**src/rtl/regs_dbg_arbiter.sv**
```systemverilog
// Arbitrates the single register-file write port between core writeback and debug accesses.
// The core always wins; a starved debug access eventually stalls the pipeline through hold_o.
module regs_dbg_arbiter #(
  parameter int STARVE_LIMIT = 8
) (
  input  logic        clk,
  input  logic        rst,
  input  logic        core_we_i,
  input  logic [4:0]  core_waddr_i,
  input  logic [31:0] core_wdata_i,
  input  logic        dbg_req_i,
  input  logic        dbg_we_i,
  input  logic [4:0]  dbg_addr_i,
  input  logic [31:0] dbg_wdata_i,
  output logic        dbg_ack_o,
  output logic [31:0] dbg_rdata_o,
  output logic        hold_o,
  output logic        rf_we_o,
  output logic [4:0]  rf_waddr_o,
  output logic [31:0] rf_wdata_o,
  output logic [4:0]  rf_raddr_o,
  input  logic [31:0] rf_rdata_i
);

  localparam int CW = $clog2(STARVE_LIMIT + 2);

  typedef enum logic [1:0] {IDLE, PEND, HOLD, ACK} state_t;

  state_t        state, state_next;
  logic [CW-1:0] starve_cnt, starve_cnt_next;
  logic          lat_we;
  logic [4:0]    lat_addr;
  logic [31:0]   lat_wdata;
  logic          access;

  // access marks the one cycle the latched debug request actually uses the port
  always_comb begin
    state_next      = state;
    starve_cnt_next = starve_cnt;
    access          = 1'b0;
    unique case (state)
      IDLE: begin
        if (dbg_req_i) begin
          state_next      = PEND;
          starve_cnt_next = '0;
        end
      end
      PEND: begin
        if (core_we_i) begin
          if (starve_cnt < CW'(STARVE_LIMIT)) starve_cnt_next = starve_cnt + 1'b1;
          if (int'(starve_cnt) + 1 >= STARVE_LIMIT) state_next = HOLD;
        end else begin
          access     = 1'b1;
          state_next = ACK;
        end
      end
      HOLD: begin
        if (!core_we_i) begin
          access     = 1'b1;
          state_next = ACK;
        end
      end
      ACK: begin
        if (!dbg_req_i) state_next = IDLE;
      end
      default: state_next = IDLE;
    endcase
    if (rst) begin
      state_next      = IDLE;
      starve_cnt_next = '0;
      access          = 1'b0;
    end
  end

  always_ff @(posedge clk) begin
    if (rst) begin
      state       <= IDLE;
      starve_cnt  <= '0;
      lat_we      <= 1'b0;
      lat_addr    <= '0;
      lat_wdata   <= '0;
      dbg_ack_o   <= 1'b0;
      dbg_rdata_o <= '0;
      hold_o      <= 1'b0;
    end else begin
      state      <= state_next;
      starve_cnt <= starve_cnt_next;
      if (state == IDLE && dbg_req_i) begin
        lat_we    <= dbg_we_i;
        lat_addr  <= dbg_addr_i;
        lat_wdata <= dbg_wdata_i;
      end
      if (access && !lat_we) dbg_rdata_o <= (lat_addr == 5'd0) ? 32'd0 : rf_rdata_i;
      dbg_ack_o <= (state_next == ACK);
      hold_o    <= (state_next == HOLD);
    end
  end

  // x0 is hardwired zero, so any write aimed at it is dropped regardless of source
  always_comb begin
    rf_we_o    = 1'b0;
    rf_waddr_o = core_waddr_i;
    rf_wdata_o = core_wdata_i;
    if (core_we_i) begin
      rf_we_o = (core_waddr_i != 5'd0);
    end else if (access && lat_we) begin
      rf_waddr_o = lat_addr;
      rf_wdata_o = lat_wdata;
      rf_we_o    = (lat_addr != 5'd0);
    end
  end

  assign rf_raddr_o = lat_addr;

endmodule

```
**config.mk**
```make
export PLATFORM = sky130hd
export DESIGN_NAME = regs_dbg_arbiter
export DESIGN_NICKNAME = d
export VERILOG_FILES = /design/src/rtl/regs_dbg_arbiter.sv
export SDC_FILE = /design/constraint.sdc
export NUM_CORES = 1
export LEC_CHECK = 0
export CAP_MARGIN = 10
export CORE_ASPECT_RATIO = 0.6
export CORE_MARGIN = 5
export CORE_UTILIZATION = 43
export DETAILED_ROUTE_END_ITERATION = 10
export PLACE_DENSITY = 0.95
export SLEW_MARGIN = 20
export SYNTH_ARGS = -nofsm -noshare
export SYNTH_HDL_FRONTEND = slang
export SYNTH_SLANG_ARGS = --single-unit
export TNS_END_PERCENT = 1
```
**constraint.sdc**
```tcl
create_clock -name clk -period 5.2 [get_ports clk]
set_input_delay 1.04 -clock clk [delete_from_list [all_inputs] [get_ports clk]]
set_output_delay 1.04 -clock clk [all_outputs]
set_load 0.1 [all_outputs]
```
==> results.cfg, run 1 <==
[outcome]
outcome = completed

[sta]
fin_skew_ps = 6.70
tns_ps = 0
finalCritPeriodShare = 0.796
setup_viol = 0
rsz0062_at_grt = no
relSlewSlack = 0.330
finalCriticalPeriod_ps = 4140
final-max-slew-violation-count = 0
max_freq_ghz = 0.242
worst_hold_slack_ps = 460
hold_violations = 0
tightest_slew_ps = 1000

[routing]
first_pass_iters = 4
drc = 0
post_drt_via_cell_ratio = 4.98
totalWireLength_mm = 10.8
vias = 3320
drt-initial-drc-count = 176
drtAntennaViolNets = 0
wl_per_cell_um = 16.1

[cells_and_area]
diodes = 0
final_layout_size_suffix_gt1_frac = 0.292
syn_to_final_growth_pct = 56.5
nNetsFinal = 667
fill_cells = 671

[synthesis]
synthCells = 378
ys_ff_latch = 78
synth_cell_types = 37
synth_edf_count = 0
synth_area_leader_cell = dfxtp_1
synthArstFlopShare = 0
synth_warnings = 0
synth.top_cell.area_share = 0.428
synth-main-ff-cell = dfxtp_1
synthTopCellsByArea = dfxtp_1 43%, mux2_2 12%, a22oi_2 10%
synthTopCellsByCount = 78 x dfxtp_1, 78 x nand2_1, 43 x a21oi_1
ys_seq_area_frac = 0.428
synth_nets = 495
netlist_area_sq_um = 3650
syn_area_per_cell_sq_um = 9.65

[worst_setup_path]
crit_required_ps = 4160
critPathKind = in2out
cp_max_fo = 33
cp-start-kind = input pin
cp_data_arrival_time_ps = 3100
cp-end-kind = output port

[clocking]
path_clk_slew_ps = 50
cts_root_buffer = clkbuf_16
cts_buffers = 9
cts_tree = yes
insertion_delay_ps = 330
htree_levels = 3
clockBufferDepth = 2
cts_resized = 0
clkSinkCount = 78
cts_hold_buf = 0
cts_setup_buffers = 0

[floorplanning]
fp.dieW_um = 129
boundaryPins = 188
die-area_sq_um = 10500
core-area_sq_um = 8390
start_util = 0.435
num_rows = 26
fp.dieH_um = 81.3

[power]
power.switching_uw = 600
max-vdd-ir-drop_mv = 0.152
leakagePower_uw = 0.00210
power_frac_seq = 0.361
pwr-share-comb = 0.275
power_switching_share = 0.329
p_int_uw = 1220
power.density_nw_per_um2 = 319
power.total_uw = 1820
p_clk_frac = 0.365

[place]
io_buffers = 187
routabilityCongestion = 0.807
place_hpwl_mm = 8.15

[global_route]
antenna_found_initial = 0
first_global_vias = 3386
grt_overflow = 0
grt_pass1_wl_mm = 16.7
grt_max_degree = 79
track_usage = 0.200

[job]
drv_cap = 0

[min_path]
min_path_type = reg2reg
[kinds of logic (layout without fill, tap and decap cells)]
| kind of cell | Yosys count | in the layout | share of synthesized area |
|---|---|---|---|
| simple gates | 131 | 131 | 0.172 |
| compound gates | 89 | 89 | 0.199 |
| flops | 78 | 78 | 0.428 |
| mux | 39 | 39 | 0.120 |
| buf+inv | 35 | 212 | 0.0604 |
| fa+ha+maj | 6 | 6 | 0.0206 |
[final timing paths]
path                     start  cells past startpoint  slack, ps              end
setup / recovery     core_we_i                      5       1060   rf_wdata_o[25]
hold / removal    lat_wdata[6]                      2        460     lat_wdata[6]
setup reg to reg      state[0]                      6       2550  dbg_rdata_o[16]
hold reg to reg   lat_wdata[6]                      2        460     lat_wdata[6]
[layout make-up]
| cell class | instances | area (sq um) | area share |
|---|---|---|---|
| flip-flops and latches | 78 | 1560 | 0.274 |
| clock buffers | 9 | 225 | 0.0394 |
| clock inverters | 7 | 97.6 | 0.0171 |
| repair buffers | 190 | 1800 | 0.315 |
| multi-input cells | 265 | 1870 | 0.327 |
| well taps | 112 | 140 | 0.0245 |
| inverters | 6 | 22.5 | 0.00394 |
[through the flow]
| step | instances | utilization | setup slack, ps | area (sq um) |
|---|---|---|---|---|
| 2_1_floorplan | 378 | - | 1630 | 3650 |
| 3_3_place_gp | 651 | 0.642 | 1120 | 5390 |
| 3_5_place_dp | 651 | 0.642 | 1070 | 5390 |
| 4_1_cts | 667 | 0.680 | 1060 | 5710 |
| 5_1_grt | 667 | 0.680 | 950 | 5710 |
| 6_report | 667 | 0.680 | 1060 | 5710 |
[registers in the layout, summed over array words and instances (netlist names)]
register and count:
dbg_ack_o 1, dbg_rdata_o 32, hold_o 1, lat_wdata 32, lat_we 1, rf_raddr_o 5, starve_cnt 4, state 2
[per-layer routing]
metal | track usage | up-vias | part of all wire
li1 | - | 1645 | -
met1 | 0.233 | 1550 | 0.41
met2 | 0.354 | 105 | 0.52
met3 | 0.0545 | 20 | 0.056
met4 | 0.0765 | 0 | 0.022
met5 | 0 | - | 0
[worst max-delay path: stages]
cell and delay, ps:
clkdlybuf4s50_1 550, and4bb_2 440, buf_4 410, mux2_2 400, buf_4 240
[layout by cell type, fill, tap and decap left out, types with 2 or more instances in the layout]
master,netlist,layout
clkdlybuf4s50_1,0,148
nand2_1,78,78
dfxtp_1,78,78
a21oi_1,43,43
buf_4,0,42
mux2_2,38,38
a22oi_2,30,30
nor2_2,30,30
clkbuf_16,0,9
inv_1,6,6
ha_1,6,6
nor2_1,5,5
nand2b_1,5,5
nor3_1,3,3
a211oi_1,3,3
or4_1,2,2
o21ai_0,2,2
nand3_1,2,2
o31ai_1,2,2
a22oi_1,2,2
bufinv_16,0,2
clkinvlp_4,0,2
[power groups by stage]
| stage | Clock, uW | Sequential, uW | Combinational [uW] |
|---|---|---|---|
| detailed placement | 0 | 670 | 501 |
| global placement | 0 | 668 | 491 |
| finish | 665 | 658 | 501 |
| global route | 707 | 662 | 529 |
| floorplan | 0 | 736 | 279 |
| CTS | 682 | 657 | 502 |
No activity file was read; power rests on OpenSTA's default activity.
==> run 2: changes to the inputs <==
--- a/config.mk
+++ b/config.mk
@@ -8,9 +8,9 @@
 export CAP_MARGIN = 10
 export CORE_ASPECT_RATIO = 0.6
 export CORE_MARGIN = 5
-export CORE_UTILIZATION = 43
+export CORE_UTILIZATION = 36
 export DETAILED_ROUTE_END_ITERATION = 10
-export PLACE_DENSITY = 0.95
+export PLACE_DENSITY = 0.89
 export SLEW_MARGIN = 20
 export SYNTH_ARGS = -nofsm -noshare
 export SYNTH_HDL_FRONTEND = slang
==> constraint.sdc (replaced) <==
create_clock -name clk -period 3.5 [get_ports clk]
set_input_delay 0.7 -clock clk [delete_from_list [all_inputs] [get_ports clk]]
set_output_delay 0.7 -clock clk [all_outputs]
set_load 0.1 [all_outputs]
==> run 2 against run 1 <==
- first-iteration DRC count is 5.1% higher
- cell area is 9.3% higher
- cell count up 3.9%
- register-to-register slack lost 1300 ps
- via count is 1.6% higher
- critical path type unchanged
==> results.cfg, run 2 (same netlist as run 1, synthesis figures left out) <==
[sta]
final-max-slew-violation-count = 0
finalCritPeriodShare = 0.849
rsz0062_at_grt = no
tightest_slew_ps = 999
fin_skew_ps = 6.44
setup_viol = 0
relSlewSlack = 0.332
setup_slack_ps = 529
hold_violations = 0
tns_ps = 0
finalCriticalPeriod_ps = 2970
max_freq_ghz = 0.337

[global_route]
grt_overflow = 0
antenna_found_initial = 0
track_usage = 0.186
grt_max_degree = 77
first_global_vias = 3597
grt_pass1_wl_mm = 18.4

[place]
place_hpwl_mm = 8.81
post-place-ws_ps = 528
place_inst = 677
io_buffers = 187
routabilityCongestion = 0.836

[clocking]
insertion_delay_ps = 330
cts_hold_buf = 0
clockBufferDepth = 2
path_clk_slew_ps = 60
cts_buffers = 9
cts_tree = yes
cts_resized = 0
htree_levels = 3
cts_root_buffer = clkbuf_16
cts_setup_buffers = 0
clkSinkCount = 78

[power]
power.density_nw_per_um2 = 446
power.switching_uw = 896
leakagePower_uw = 0.00229
p_int_uw = 1890
power_switching_share = 0.322
power_frac_seq = 0.350
pwr-share-comb = 0.299
p_clk_frac = 0.352
max-vdd-ir-drop_mv = 0.254

[cells_and_area]
diodes = 0
stdcell_count = 693
syn_to_final_growth_pct = 71.1
nNetsFinal = 670
multi_input_area_sq_um = 1870
ff_latch_area_sq_um = 1560
fin_util = 0.632
final_layout_size_suffix_gt1_frac = 0.294
layout_common_cells = 147 x clkdlybuf4s50_1, 78 x nand2_1, 78 x dfxtp_1
fill_cells = 787
final_common_cell = clkdlybuf4s50_1

[routing]
drt-initial-drc-count = 185
totalWireLength_mm = 11.5
drc = 0
post_drt_via_cell_ratio = 4.87
vias = 3373
drtAntennaViolNets = 0
wl_per_cell_um = 16.6
first_pass_iters = 5

[job]
drv_cap = 0

[floorplanning]
core-area_sq_um = 9880
num_rows = 28
fp.dieW_um = 140
start_util = 0.369
fp.dieH_um = 88.0
boundaryPins = 188
die-area_sq_um = 12300

[worst_setup_path]
cp_max_fo = 38
cp-end-kind = output port
cp-start-kind = input pin
cp_data_arrival_time_ps = 2270
crit_required_ps = 2800
critPathKind = in2out

[outcome]
outcome = completed

[min_path]
min_path_type = reg2reg
-- run 2: changes by cell type in the layout (fill, tap and decap cells not counted), sizes merged --
| cell | previous run | this run |
|---|---|---|
| buf | 42 | 46 |
| clkbuf | 9 | 11 |
| clkdlybuf4s50 | 148 | 147 |
| clkinv | 2 | 1 |
| inv | 7 | 6 |
-- run 2: metal layers --
| metal | part of all wire | track usage | vias to the layer above |
|---|---|---|---|
| li1 | - | - | 1657 |
| met1 | 0.41 | 0.219 | 1602 |
| met2 | 0.51 | 0.331 | 99 |
| met3 | 0.053 | 0.0529 | 15 |
| met4 | 0.020 | 0.0607 | 0 |
| met5 | 0 | 0 | - |
-- run 2: layout make-up --
| class | instances | area share |
|---|---|---|
| multi-input combinational | 265 | 0.299 |
| clock buffer | 11 | 0.0373 |
| timing repair buffer | 193 | 0.369 |
| clock inverter | 5 | 0.0134 |
| tap | 135 | 0.0271 |
| inverter | 6 | 0.00361 |
| sequential | 78 | 0.250 |
-- run 2: path summary, 6_finish.rpt --
| check | from | to | slack (ps) | depth (start not counted) |
|---|---|---|---|---|
| worst min register to register | lat_wdata[23] | lat_wdata[23] | 450 | 2 |
| worst min-delay path | lat_wdata[23] | lat_wdata[23] | 450 | 2 |
| worst max register to register | state[1] | dbg_rdata_o[16] | 1250 | 6 |
| worst max-delay path | core_we_i | rf_wdata_o[19] | 530 | 5 |
-- run 2: critical path, stage by stage --
cell,delay [ps]
clkdlybuf4s50_1,410
and4bb_2,320
buf_12,230
mux2_2,400
buf_12,170
-- run 2: power groups by stage --
stage | Sequential [uW] | Clock, uW | Combinational [uW]
detailed placement | 993 | 0 | 836
CTS | 974 | 1010 | 838
global placement | 989 | 0 | 816
finish | 973 | 978 | 830
global route | 980 | 1050 | 875
floorplan | 1090 | 0 | 415
-- run 2: per-stage QoR --
step                      cell area [sq um]  hold slack, ps  total power (uW)
after CTS                              6240             455              2820
after floorplan                        3650             433              1510
after detailed placement               5920             447              1830
after global routing                   6240             473              2900
final                                  6240             453              2780
after global placement                 5920             439              1800
==> run 3: changes to the inputs <==
--- a/config.mk
+++ b/config.mk
@@ -8,9 +8,9 @@
 export CAP_MARGIN = 10
 export CORE_ASPECT_RATIO = 0.6
 export CORE_MARGIN = 5
-export CORE_UTILIZATION = 36
+export CORE_UTILIZATION = 40
 export DETAILED_ROUTE_END_ITERATION = 10
-export PLACE_DENSITY = 0.89
+export PLACE_DENSITY = 0.93
 export SLEW_MARGIN = 20
 export SYNTH_ARGS = -nofsm -noshare
 export SYNTH_HDL_FRONTEND = slang
==> constraint.sdc (replaced) <==
create_clock -name clk -period 3.1 [get_ports clk]
set_input_delay 0.62 -clock clk [delete_from_list [all_inputs] [get_ports clk]]
set_output_delay 0.62 -clock clk [all_outputs]
set_load 0.1 [all_outputs]
==> run 3 against run 2 <==
- clock-buffer cell count up 2
- routed wire length fell by 0.90%
- worst setup slack worse by 260 ps
- clock skew fell by 0.98 ps
- cell area decreased by 1.6%
- register-to-register slack got worse by 410 ps
- core utilization up 4.9 points
- non-clock buffer count unchanged
- critical endpoint is now rf_wdata_o[1]
- largest cell class unchanged
- highest routed layer unchanged
==> results.cfg, run 3 (same netlist as run 1, synthesis figures left out) <==
[clocking]
cts_root_buffer = clkbuf_16
cts_setup_buffers = 0
insertion_delay_ps = 320
cts_resized = 0
clockBufferDepth = 2
htree_levels = 3
cts_tree = yes
path_clk_slew_ps = 50
cts_buffers = 9
clkSinkCount = 78
cts_hold_buf = 0

[sta]
finalCritPeriodShare = 0.915
hold_violations = 0
finalCriticalPeriod_ps = 2840
setup_viol = 0
max_freq_ghz = 0.353
fin_skew_ps = 5.47
tightest_slew_ps = 987
final-max-slew-violation-count = 0
rsz0062_at_grt = no
tns_ps = 0
setup_slack_ps = 264
relSlewSlack = 0.342

[global_route]
grt_overflow = 0
grt_max_degree = 77
track_usage = 0.204
grt_pass1_wl_mm = 18.4
first_global_vias = 3549
antenna_found_initial = 0

[power]
p_int_uw = 2190
power.switching_uw = 998
power_frac_seq = 0.346
p_clk_frac = 0.362
power.density_nw_per_um2 = 519
pwr-share-comb = 0.293
leakagePower_uw = 0.00238
max-vdd-ir-drop_mv = 0.300
power_switching_share = 0.313

[min_path]
min_path_type = reg2reg

[outcome]
outcome = completed

[worst_setup_path]
crit_path_frequent_cell = buf_12
critPathSlowestCell = mux2_2
critPathKind = reg2out
cp-end-kind = output port
crit_required_ps = 2480
cp-start-kind = register
cp_max_fo = 38
cp_data_arrival_time_ps = 2220
slowest_delay_ps = 400
crit_path_cell_trace = inv_1 > ha_1 > and4bb_2 > buf_12 > mux2_2 > buf_12

[cells_and_area]
fin_area_sq_um = 6140
syn_to_final_growth_pct = 68.3
ff_latch_area_sq_um = 1560
multi_input_area_sq_um = 1870
stdcell_count = 674
diodes = 0
layout_common_cells = 109 x clkdlybuf4s50_1, 78 x nand2_1, 78 x dfxtp_1
nNetsFinal = 670
final_layout_size_suffix_gt1_frac = 0.364
fill_cells = 688
final_common_cell = clkdlybuf4s50_1

[job]
drv_cap = 0

[routing]
totalWireLength_mm = 11.4
vias = 3432
drc = 0
first_pass_iters = 4
wl_per_cell_um = 16.9
post_drt_via_cell_ratio = 5.09
drtAntennaViolNets = 0
drt-initial-drc-count = 161

[place]
place_inst = 658
routabilityCongestion = 0.776
io_buffers = 187
post-place-ws_ps = 282
place_area_sq_um = 5800
place_hpwl_mm = 8.67

[floorplanning]
die-area_sq_um = 11200
core-area_sq_um = 9020
start_util = 0.404
fp.dieW_um = 133
boundaryPins = 188
num_rows = 27
fp.dieH_um = 84.0
run 3: cell types whose count changed in the layout (fill, tap and decap cells not counted), sizes merged:
cell / previous run / this run
buf: 46 / 84
clkdlybuf4s50: 147 / 109
clkbuf: 11 / 13
clkinvlp: 2 / 0
run 3: layer usage:
metal	vias to the layer above	global-route usage	part of all wire
li1	1650	-	-
met2	100	0.370	0.53
met1	1662	0.227	0.39
met4	0	0.0700	0.020
met5	-	0	0
met3	20	0.0614	0.053
run 3: cell type report:
class                   instances  share of cell area
well taps                     116              0.0236
repair buffers                193               0.360
inverters                       6             0.00367
multi-input cells             265               0.304
clock buffers                  13              0.0440
flip-flops and latches         78               0.254
clock inverters                 3              0.0106
run 3: worst paths after layout:
path                              startpoint         endpoint  slack (ps)  depth (start not counted)
worst min-delay path            lat_wdata[8]     lat_wdata[8]         450                          2
worst max-delay path                state[0]    rf_wdata_o[1]         260                          6
worst min register to register  lat_wdata[8]     lat_wdata[8]         450                          2
worst max register to register      state[0]  dbg_rdata_o[10]         840                          6
run 3: stage by stage:
stage	total power, uW	utilization	hold WS (ps)
3_5_place_dp	2060	0.643	446
4_1_cts	3220	0.680	455
3_3_place_gp	2030	0.643	441
2_1_floorplan	1700	-	433
5_1_grt	3320	0.680	467
6_report	3180	0.680	453
run 3: worst max-delay path: cells and delay by family (launching register included):
family / cells / cell delay [ps]
buffers and inverters: 3 / 510
muxes: 1 / 400
DFF: 1 / 380
adders and majority gates: 1 / 310
and+or+nand+nor: 1 / 260
run 3: power groups by stage:
stage	sequential [uW]	combinational (uW)	clock (uW)
after floorplan	1230	469	0
after global placement	1120	913	0
after detailed placement	1120	933	0
after CTS	1100	937	1180
after global routing	1110	977	1230
final	1100	931	1150
